File: src/rtl/square_build.sv
// square_build: shift-add squarer, rebuilds root^2 (+ rem) one bit per clock.
// Optional remainder preload and range flag under `define SQUARE_REM_EN.
module square_build #(
  parameter int N = 32
) (
  input  logic           Clock,
  input  logic           reset_n,
  input  logic           start,
  input  logic [N/2-1:0] root_in,
  input  logic [N/2:0]   rem_in,
  output logic           busy,
  output logic           done,
  output logic [N-1:0]   square_out,
  output logic           rem_err
);

  localparam int H  = N / 2;
  localparam int KW = ($clog2(H) < 4) ? 4 : $clog2(H);

  localparam logic [0:0] S_IDLE = 1'b0;
  localparam logic [0:0] S_CALC = 1'b1;

  localparam logic [KW-1:0] K_LAST = KW'(H - 1);

  logic [0:0]    state;
  logic [N-1:0]  acc;
  logic [N-1:0]  mcand;
  logic [H-1:0]  mplier;
  logic [KW-1:0] k;
  logic          err_cap;

  logic [N-1:0]  acc_init;
  logic          rem_flag;
  logic [N-1:0]  acc_add;
  logic [N-1:0]  acc_nxt;

`ifdef SQUARE_REM_EN
  logic [H+1:0] rem_x;
  logic [H+1:0] root_x2;

  // Remainder preload and out-of-range flag from the operands
  always_comb begin
    rem_x    = {1'b0, rem_in};
    root_x2  = {1'b0, root_in, 1'b0};
    rem_flag = rem_x > root_x2;
    acc_init = N'(rem_in);
  end
`else
  logic unused_rem;

  // Remainder is ignored: accumulator starts from zero, no flag
  always_comb begin
    unused_rem = ^rem_in;
    rem_flag   = 1'b0;
    acc_init   = '0;
  end
`endif

  // Conditional add of the shifted multiplicand, wraps mod 2^N
  always_comb begin
    acc_add = acc + mcand;
    acc_nxt = mplier[0] ? acc_add : acc;
  end

  assign busy = (state == S_CALC);

  // Capture on start, then one multiplier bit per clock
  always_ff @(posedge Clock or negedge reset_n) begin
    if (!reset_n) begin
      state      <= S_IDLE;
      acc        <= '0;
      mcand      <= '0;
      mplier     <= '0;
      k          <= '0;
      err_cap    <= 1'b0;
      done       <= 1'b0;
      square_out <= '0;
      rem_err    <= 1'b0;
    end else begin
      done <= 1'b0;
      unique case (state)
        S_IDLE: begin
          if (start) begin
            mcand   <= N'(root_in);
            mplier  <= root_in;
            acc     <= acc_init;
            k       <= '0;
            err_cap <= rem_flag;
            state   <= S_CALC;
          end
        end
        S_CALC: begin
          acc    <= acc_nxt;
          mcand  <= mcand << 1;
          mplier <= mplier >> 1;
          k      <= k + KW'(1);
          if (k == K_LAST) begin
            square_out <= acc_nxt;
            done       <= 1'b1;
            rem_err    <= err_cap;
            state      <= S_IDLE;
          end
        end
      endcase
    end
  end

endmodule

File: config.mk
export PLATFORM = sky130hd
export DESIGN_NAME = square_build
export DESIGN_NICKNAME = d
export VERILOG_FILES = /design/src/rtl/square_build.sv
export SDC_FILE = /design/constraint.sdc
export NUM_CORES = 1
export LEC_CHECK = 0
export ABC_CLOCK_PERIOD_IN_PS = 5600
export BUFFER_PORTS_ARGS = -buffer_cell sky130_fd_sc_hd__clkbuf_2
export CAP_MARGIN = 5
export CORE_ASPECT_RATIO = 0.9
export CORE_MARGIN = 4
export CORE_UTILIZATION = 45
export DETAILED_ROUTE_END_ITERATION = 12
export PLACE_DENSITY = 0.75
export SLEW_MARGIN = 5
export SYNTH_ARGS = -nofsm -noshare
export SYNTH_HDL_FRONTEND = slang
export SYNTH_SLANG_ARGS = --single-unit
File: constraint.sdc
create_clock -name Clock -period 5.6 [get_ports Clock]
set_input_delay 0.28 -clock Clock [delete_from_list [all_inputs] [get_ports Clock]]
set_output_delay 0.28 -clock Clock [all_outputs]
set_load 0.02 [all_outputs]
After elaboration in Yosys (flattened, before gate mapping):

Cells that the tools add are included.
Widths: inputs -> output; s select.

* bits in registers: 118
* input bits: 36
* output and inout bits: 35
* word-level logic and storage cells: 27

* $add $sub $neg: 2
* equality and inequality tests: 2
* multiplexer cells: 14
* bitwise operators: 1
* reductions and logical operators: 1

Operators by type and width (number)
* $pmux 32 s2: 2
* $mux 32: 3
* $add 32x32->32: 1
* $pmux 16 s2: 1
* $mux 16: 1
* $pmux 4 s2: 1
* $add 4x1->4 const B: 1
* $eq 4x4->1 const B: 1
* $mux 1: 4
* $mux 4: 1
* $ne 2x2->1 const B: 1
* $pmux 1 s2: 1
* $reduce_and 2->1: 1
* $not 1->1: 1

Longest topological paths before layout:

Gate-level depths: netlist (run 1).

* depth in word-level cells: 3
* mapped depth: 11
* depth with buffers taken out: 11

Worst setup path after synthesis (run 1):

Ideal clock, no wire load.

* kind: reg2reg
* start point: register acc[0]
* end point: register acc[12]
* setup time: 0.120 ns
* arrival: 2.546 ns
* required time: 5.480 ns
* setup slack: 2.934 ns
* cell stages (with the launch flop): 12
* buffers on the path: 0
* period minus slack after synthesis: 2.666 ns
* cell sequence: dfrtp_1 -> ha_1 -> fa_1 -> a21o_1 -> a221oi_2 -> o31ai_4 -> a21o_2 -> a21oi_1 -> xnor2_1 -> mux2i_1 -> nor2_1 -> a31o_2

* word-level cells in the longest chain between the ends: 3

RTL lines
* start, declared: RTL line 26 `logic [N-1:0] acc;`
* start signal, assigned: RTL line 86 `acc <= acc_init;`
* start signal, assigned: RTL line 93 `acc <= acc_nxt;`
* $add 32x32->32: RTL line 61 `acc_add = acc + mcand;`
* $mux 32: RTL line 62 `acc_nxt = mplier[0] ? acc_add : acc;`
* $pmux 32 s2: RTL line 81 `unique case (state)`

Every way passes these cells.
A chain may end at the register's enable or synchronous reset.

Final worst setup path (run 1):

* start point: register acc[0]
* end point: register acc[26]

The elaborated chain is that of the path after synthesis.

==> results.toml, run 1 <==
[outcome]
status = "finished with violations"
violations = "negative hold slack"

[setup_path]
cp.required_ns = 5.87
end_kind = "flop"
path_max_fanout = 5
startpoint_type = "flop"
worstSetupPathType = "flop to flop"
crit_arrival_ns = 3.25

[clock_tree]
post_cts_resized = 0
post-cts-setup-buffer-count = 0
postCtsHoldBufs = 0
cts_tree = "built"
clock-sinks = 118
cts-buffers-inserted = 17
h-tree-depth = 4
cts_root_buf = "clkbuf_16"
clockBufferDepth = 2
clk_latency_ns = 0.43
clk_pin_slew_ns = 0.05

[route]
drt_iter0_drc = 388
wl_per_cell_um = 15.2
antenna_left = 0
via_per_inst = 5.49
routed_wirelength_mm = 14.5
drc = 0
firstDrtPassIters = 5
vias = 5258

[logic_synthesis]
synth_flop_cell = "dfrtp_1"
synthSimpleGateAreaFrac_pct = 12.9
synth_compound_area_share_pct = 20.7
synth_top_family_by_area = "compound AO/OA/AOI/OAI gates"
muxShareOfSynthArea_pct = 8.75
synth-seq-area-share_pct = 44.2
ys_seq_elements = 118
avgSynthCellArea_um2 = 9.29
yosys.area_share.xor_xnor_pct = 4.07
ys_warn_count = 0
async_flop_share_pct = 100
synth_nets = 788
synthAdderAreaFrac_pct = 6.30
synth_area_um2 = 6680
synthDistinctLibCells = 50
synth_edf_count = 0
syn-instance-count = 719

[sta]
relSlewSlack_pct = 41.4
fin_crit_sh_pct = 53.2
fin_setup_tns_ns = 0
setup_viol = 0
finalHoldViolations = 30
worst_slack_ns = 2.62
rsz0062_at_grt = "no"
fin_skew_ns = 0.00968
fin_hold_ws_ns = -0.0291
worst_pin_slew_ns = 0.877
fin_crit_ns = 2.98
maxSlewViolCount = 0
max_freq_mhz = 336

[run]
cap_viol_max_count = 0

[power]
ir_drop_v = 0.000307
finalPower_mw = 4.74
p_leak_nw = 3.65
powerDensity_nw_per_um2 = 625

[floorplan]
die_area_um2 = 16900
ios = 71
fp.dieW_um = 136
start_util_pct = 46.8
design.core.area_um2 = 14300
rows = 41
die_y_um = 124

[global_route]
grt_pass1_wl_mm = 25.2
overflow = 0
grt_pass1_vias = 5024
grt_max_degree = 88
grtUsageTotal_pct = 18.8
antenna_found_initial = 0

[cells_and_area]
final_cell_mix = "nand2_1, dfrtp_1, o21ai_0"
register_area_um2 = 2960
multiInputGateArea_um2 = 3520
syn2layout_area_growth_pct = 13.5
fill_cells = 1332
num_antenna_cells = 0
mostFrequentLayoutCell = "nand2_1"
drive_above_1_share_pct = 15.2
final_area_um2 = 7580
layout.nets = 821

[placed_design]
place_area_um2 = 7060
place_congestion = 0.868
dp_hpwl_mm = 9.63
numPortBuffers = 52
pre_cts_slack_ns = 2.63

[worst_hold_path]
hold_path_class = "primary input to async pin"
through the flow:
| step | utilization (%) | cells | hold slack [ns] |
|---|---|---|---|
| final | 53.2 | 958 | -0.0291 |
| after CTS | 53.2 | 958 | 0.0157 |
| after floorplan | - | 719 | -0.0156 |
| after detailed placement | 49.5 | 926 | 0.458 |
| after global placement | 49.5 | 926 | 0.456 |
| after global routing | 53.2 | 958 | 0.0299 |
worst max-delay path, stage by stage (launching register included):
cell	delay, ns
dfrtp_1	0.40
ha_1	0.25
fa_1	0.41
a21o_1	0.20
a221oi_2	0.40
o31ai_4	0.17
nand3_1	0.13
a31oi_1	0.16
a31oi_1	0.29
xnor2_1	0.10
mux2i_1	0.20
o22ai_1	0.12
synthesized netlist by cell type, types with 2 or more instances:
library cell	number	share of area, %
a211oi_1	2	0.22
a21o_1	22	2.5
a21o_2	2	0.26
a21oi_1	35	2.6
a22o_1	4	0.52
a311o_1	2	0.30
a31o_2	18	2.4
a31oi_1	12	1.1
a41oi_1	2	0.26
and3_1	6	0.56
buf_1	6	0.34
buf_4	2	0.22
clkbuf_1	36	2.0
dfrtp_1	118	44
ha_1	32	6.0
inv_1	7	0.39
mux2_2	3	0.51
mux2i_1	55	8.2
nand2_1	127	7.1
nand2b_1	4	0.37
nand3_1	11	0.82
nand3b_1	3	0.34
nand4_1	4	0.37
nor2_1	33	1.9
nor2b_1	3	0.28
nor3_1	3	0.22
nor3b_1	3	0.34
o211ai_1	2	0.22
o21a_1	2	0.22
o21ai_0	99	7.4
o21ai_1	3	0.22
o21bai_1	6	0.67
o22ai_1	6	0.56
xnor2_1	20	2.6
xor2_1	11	1.4
flip-flops by register name (all words and copies together), names as in the netlist:
name        count
mcand          32
mplier         16
busy            1
acc            32
square_out     32
k               4
done            1
logic make-up (layout without fill, tap and decap cells):
logic type | count (synthesis) | after routing
buf+inv | 52 | 98
compound gates | 224 | 224
mux | 58 | 58
fa+ha+maj | 33 | 33
xor+xnor | 31 | 31
simple gates | 202 | 202
flops | 118 | 118
other cells | 1 | 1
final timing paths:
| kind | slack (ns) | cells past startpoint | to | start |
|---|---|---|---|---|
| worst min register to register | 0.47 | 2 | square_out[23] | square_out[23] |
| worst max-delay path | 2.62 | 11 | acc[26] | acc[0] |
| worst min-delay path | -0.03 | 1 | square_out[17] | reset_n |
| min in group Clock | 0.13 | 3 | mplier[15] | root_in[15] |
| worst max register to register | 2.62 | 11 | acc[26] | acc[0] |
| max in group asynchronous | 4.49 | 2 | mplier[5] | reset_n |
routing by layer:
metal,global-route usage (%),vias to the layer above,wire (um)
li1,-,2631,-
met5,0,-,0
met4,5.98,0,195
met3,5.86,18,802
met1,26.6,2484,7190
met2,27.7,125,6360
where the power goes:
| part | internal (mW) | switching (mW) |
|---|---|---|
| combinational | 0.926 | 1.35 |
| clock | 0.601 | 0.387 |
| sequential | 1.21 | 0.261 |
final cells by class:
class,count,share of cell area (%)
Clock buffer,21,5.81
Inverter,8,0.396
Multi-Input combinational cell,549,46.5
Timing Repair Buffer,58,4.06
Tap cell,193,3.18
Clock inverter,11,1.12
Sequential cell,118,39.0
Power figures use the tool's default switching activity.
==> inputs of run 2 (changes only) <==
- ABC_AREA: default -> 1
- ABC_CLOCK_PERIOD_IN_PS: 5600 -> 2650
- PLACE_DENSITY: 0.75 -> 0.77
- clock period: 5.6 -> 2.65 ns (I/O delays scaled with it)
==> results.toml, run 2 <==
[power]
ir_drop_v = 0.000783
powerDensity_nw_per_um2 = 1380
p_leak_nw = 4.76

[sta]
fin_hold_ws_ns = 0.217
rsz0062_at_grt = "no"
fin_skew_ns = 0.00937
worst_pin_slew_ns = 1.07
fin_crit_sh_pct = 84.5
max_freq_mhz = 446
finalHoldViolations = 0
fin_setup_tns_ns = 0
relSlewSlack_pct = 28.2
fin_crit_ns = 2.24
maxSlewViolCount = 0
setup_viol = 0

[floorplan]
design.core.area_um2 = 15700
die_y_um = 129
ios = 71
fp.dieW_um = 142
die_area_um2 = 18300
rows = 43
start_util_pct = 46.6

[route]
via_per_inst = 5.03
wl_per_cell_um = 13.8
drt_iter0_drc = 522
vias = 6642
antenna_left = 0
drc = 0
routed_wirelength_mm = 18.2
firstDrtPassIters = 5

[clock_tree]
clock-sinks = 118
clockBufferDepth = 2
cts_tree = "built"
cts_root_buf = "clkbuf_16"
post_cts_resized = 0
cts-buffers-inserted = 17
h-tree-depth = 4
postCtsHoldBufs = 17
clk_latency_ns = 0.43
post-cts-setup-buffer-count = 0
clk_pin_slew_ns = 0.06

[setup_path]
reg2reg_slack_ns = 0.41
rr_worst_depth = 12
end_kind = "flop"
worstSetupPathType = "flop to flop"
crit_arrival_ns = 2.55
startpoint_type = "flop"
reg2reg_to = "square_out[28]"
rr_startpoint = "acc[0]"
cp.required_ns = 2.96
path_max_fanout = 5

[placed_design]
place_congestion = 0.969
dp_hpwl_mm = 12.8
numPortBuffers = 52

[worst_hold_path]
min_to = "busy"
hold_path_class = "primary input to flop"
hp-start = "start"
hold_depth = 4

[logic_synthesis]
synth_edf_count = 0
async_flop_share_pct = 100
synthDistinctLibCells = 36
synth-seq-area-share_pct = 40.5
ys_top_cells_by_count = "nand2_1, inv_1, dfrtp_1, nand3_1, nor2_1"
synth_nets = 1107
ys_top_cells_by_area = "dfrtp_1, nand2_1, inv_1"
syn-instance-count = 1038
avgSynthCellArea_um2 = 7.03
synth_flop_cell = "dfrtp_1"
ys_warn_count = 0
yosysTopAreaCell = "dfrtp_1"
synth_area_um2 = 7300
ys_seq_elements = 118
yosysTopAreaCellShare_pct = 40.5
yosysMostFrequentCell = "nand2_1"

[global_route]
grt_pass1_vias = 6288
grt_max_degree = 119
antenna_found_initial = 0
overflow = 0
grtUsageTotal_pct = 20.9
grt_pass1_wl_mm = 30.6

[run]
cap_viol_max_count = 0

[outcome]
status = "completed"

[cells_and_area]
top_regs = "acc (32), mcand (32), square_out (32)"
final_cell_mix = "nand2_1, inv_1, dfrtp_1"
syn2layout_area_growth_pct = 17.1
drive_above_1_share_pct = 12.6
num_antenna_cells = 0
layout.nets = 1174
fill_cells = 1441
mostFrequentLayoutCell = "nand2_1"
## run 2: cell types whose count changed after synthesis, moves of 13 or more
| cell | change |
|---|---|
| a31o_2 | -18 |
| o21ai_0 | -75 |
| nand2_1 | +269 |
| mux2i_1 | -55 |
| a21oi_1 | -13 |
| or2_2 | +15 |
| nand3_1 | +92 |
| o22ai_1 | +15 |
| inv_1 | +146 |
| a21o_1 | -21 |
| clkbuf_1 | -17 |
## run 2: final cells by class
class	count	area (um^2)	share of cell area (%)
timing repair buffer	78	526	6.15
multi-input combinational	732	3630	42.5
tap	202	253	2.96
inverter	158	593	6.94
clock inverter	14	150	1.76
sequential	118	2950	34.6
clock buffer	18	439	5.14
## run 2: worst max-delay path by stage
stage	start	endpoint	slack (ns)
global placement	acc[0]	square_out[28]	0.48
floorplan	acc[0]	acc[20]	0.76
detailed placement	acc[0]	square_out[28]	0.44
CTS	acc[0]	square_out[28]	0.42
finish	acc[0]	square_out[28]	0.41
global route	acc[0]	square_out[28]	0.24
## run 2: cells by family after synthesis
kind of cell	synth area share, %
flops	40.5
xor+xnor	1.68
compound gates	7.46
other cells	0.0514
fa+ha+maj	5.76
simple gates	34.7
buf+inv	9.91
## run 2: routing by layer
layer / up-vias / global-route usage [%] / wire [um]
met3: 15 / 4.50 / 1090
met2: 157 / 31.8 / 8000
met4: 0 / 5.53 / 221
met1: 3074 / 30.4 / 8890
met5: - / 0 / 0
li1: 3396 / - / -
## run 2: through the flow
| step | power (mW) | setup WS (ns) | util [%] | instances | area [um^2] |
|---|---|---|---|---|---|
| after detailed placement | 9.39 | 0.442 | 49.7 | 1271 | 7790 |
| after global routing | 12.8 | 0.244 | 54.6 | 1320 | 8550 |
| final | 11.8 | 0.410 | 54.6 | 1320 | 8550 |
| after global placement | 9.22 | 0.476 | 49.7 | 1271 | 7790 |
| after CTS | 11.8 | 0.423 | 54.6 | 1320 | 8550 |
| after floorplan | 7.81 | 0.763 | - | 1038 | 7300 |
## run 2: worst max-delay path, stage by stage (launching register included)
cell and delay (ns):
dfrtp_1 0.38, ha_1 0.25, fa_1 0.47, nand3_1 0.11, nand3_1 0.14, nand3_1 0.12, nand3_2 0.11, nand2_1 0.14
nand2_1 0.07, nand2_1 0.06, nand3_1 0.10, nand3_1 0.11, nand2_1 0.06
## run 2: where the power goes
| part | switching [mW] | internal, mW |
|---|---|---|
| logic | 4.09 | 2.20 |
| registers | 0.593 | 2.60 |
| clock network | 0.873 | 1.41 |
| total | 5.55 | 6.22 |
==> inputs of run 3 (changes only) <==
- ABC_AREA: 1 -> 0
- ABC_CLOCK_PERIOD_IN_PS: 2650 -> 2200
- PLACE_DENSITY: 0.77 -> 0.75
- clock period: 2.65 -> 2.2 ns (I/O delays scaled with it)
==> results.toml, run 3 (synthesized netlist as in run 1, its figures left out) <==
[sta]
worst_pin_slew_ns = 0.728
max_freq_mhz = 377
fin_skew_ns = 0.00970
finalHoldViolations = 0
rsz0062_at_grt = "yes"
setup_viol = 48
fin_crit_ns = 2.65
maxSlewViolCount = 0
relSlewSlack_pct = 51.3
worst_slack_ns = -0.453
fin_crit_sh_pct = 121
fin_hold_ws_ns = 0.0120

[placed_design]
place_congestion = 0.893
place_inst = 1045
dp_hpwl_mm = 11.8
numPortBuffers = 52
pre_cts_slack_ns = -0.450

[power]
p_comb_share_pct = 57.7
ir_drop_v = 0.000812
p_leak_nw = 4.45
p_seq_share_pct = 25.2
power_frac_clock_pct = 17.1
powerDensity_nw_per_um2 = 1650
power.switching_mw = 6.14
finalPower_mw = 15.1
swShare_pct = 40.6
power.internal_mw = 9.00

[cells_and_area]
final_cells = 1098
num_antenna_cells = 0
final_cell_mix = "buf_4, nand2_1, dfrtp_1"
layout.nets = 963
fill_cells = 1145
drive_above_1_share_pct = 34.1
multiInputGateArea_um2 = 3920
mostFrequentLayoutCell = "buf_4"
top_regs = "acc (32), mcand (32), square_out (32)"
syn2layout_area_growth_pct = 37.5
register_area_um2 = 2960

[setup_path]
cp_cell_sequence = "ha_2, fa_2, a21o_1, a221oi_4, o31ai_4, nand3_1, a31oi_4, a31oi_2, xnor2_1, mux2i_1, o22ai_1"
crit_slowest_cell = "dfrtp_1"
startpoint_type = "flop"
worstSetupPathType = "flop to flop"
end_kind = "flop"
cp.required_ns = 2.48
slowest_delay_ns = 0.38
path_max_fanout = 5
rr_worst_depth = 11
crit_arrival_ns = 2.93

[global_route]
grtUsageTotal_pct = 21.3
grt_pass1_wl_mm = 28.5
overflow = 0
grt_max_degree = 65
antenna_found_initial = 0
grt_pass1_vias = 5905

[route]
wl_met1_mm = 8.06
antenna_left = 0
drc = 0
drt_iter0_drc = 440
firstDrtPassIters = 6
via_per_inst = 5.42
wl_met3_um = 687
routed_wirelength_mm = 17.6
vias = 5955
wl_per_cell_um = 16.1
wl_met2_mm = 8.60
routed.top_layer = "met4"

[floorplan]
rows = 41
fp.dieW_um = 136
ios = 71
design.core.area_um2 = 14300
die_y_um = 124
start_util_pct = 46.8
die_area_um2 = 16900

[clock_tree]
cts_tree = "built"
h-tree-depth = 4
cts-buffers-inserted = 17
clk_pin_slew_ns = 0.06
clock-sinks = 118
cts_root_buf = "clkbuf_16"
clk_latency_ns = 0.42
clockBufferDepth = 2

[worst_hold_path]
hold_path_class = "primary input to flop"
hold_depth = 3

[outcome]
status = "finished with violations"
violations = "negative setup slack"

[run]
cap_viol_max_count = 0
## run 3: metrics by stage
step,TNS (ns),cell area (um^2),util [%]
2_1_floorplan,-4.50,6750,-
3_3_place_gp,-12.52,8100,56.8
3_5_place_dp,-14.59,8100,56.8
4_1_cts,-11.06,8820,61.8
5_1_grt,-19.49,9180,64.4
6_report,-14.00,9180,64.4
## run 3: timing repair
| item | in CTS | in global routing |
|---|---|---|
| hold endpoints to repair | 95 | 0 |
| hold buffers | 6 | 0 |
| setup buffers | 6 | 11 |
| endpoints found under the setup margin | 48 | 52 |
| pin swaps | 19 | 27 |
| cloned | 0 | 0 |
| gates resized for setup | 25 | 62 |
## run 3: critical path, delay by kind of cell (launching register included)
| kind | cells | cell delay (ns) |
|---|---|---|
| xor gates and xnor gates | 1 | 0.10 |
| DFF | 1 | 0.38 |
| and+or+nand+nor | 1 | 0.16 |
| AOI/OAI and AO/OA | 6 | 1.10 |
| adders and majority gates | 2 | 0.55 |
| muxes | 1 | 0.22 |
## run 3: worst paths after layout
kind	startpoint	end	slack (ns)
setup / recovery	acc[0]	acc[26]	-0.45
hold / removal	root_in[7]	mcand[7]	0.01
setup reg to reg	acc[0]	acc[26]	-0.45
hold reg to reg	square_out[4]	square_out[4]	0.48
max in group asynchronous	reset_n	mplier[0]	1.32
min in group asynchronous	reset_n	square_out[20]	0.10
## run 3: power groups by stage
stage          registers [mW]  clock network (mW)  logic [mW]
6_report                 3.82                2.59        8.73
5_1_grt                  3.94                2.73        9.56
4_1_cts                  3.79                2.62        8.01
3_5_place_dp             3.80                   0        7.77
3_3_place_gp             3.77                   0        7.55
2_1_floorplan            3.93                   0        4.37
## run 3: cell type report
class | instances | share of cell area [%]
multi-input cells | 549 | 42.7
flip-flops and latches | 118 | 32.2
repair buffers | 200 | 16.2
clock buffers | 21 | 5.13
well taps | 193 | 2.63
clock inverters | 9 | 0.859
inverters | 8 | 0.327
## run 3: layer usage
metal / global-route usage [%] / vias up
li1: - / 2910
met1: 28.2 / 2889
met2: 34.7 / 126
met3: 5.53 / 30
met4: 6.23 / 0
met5: 0 / -
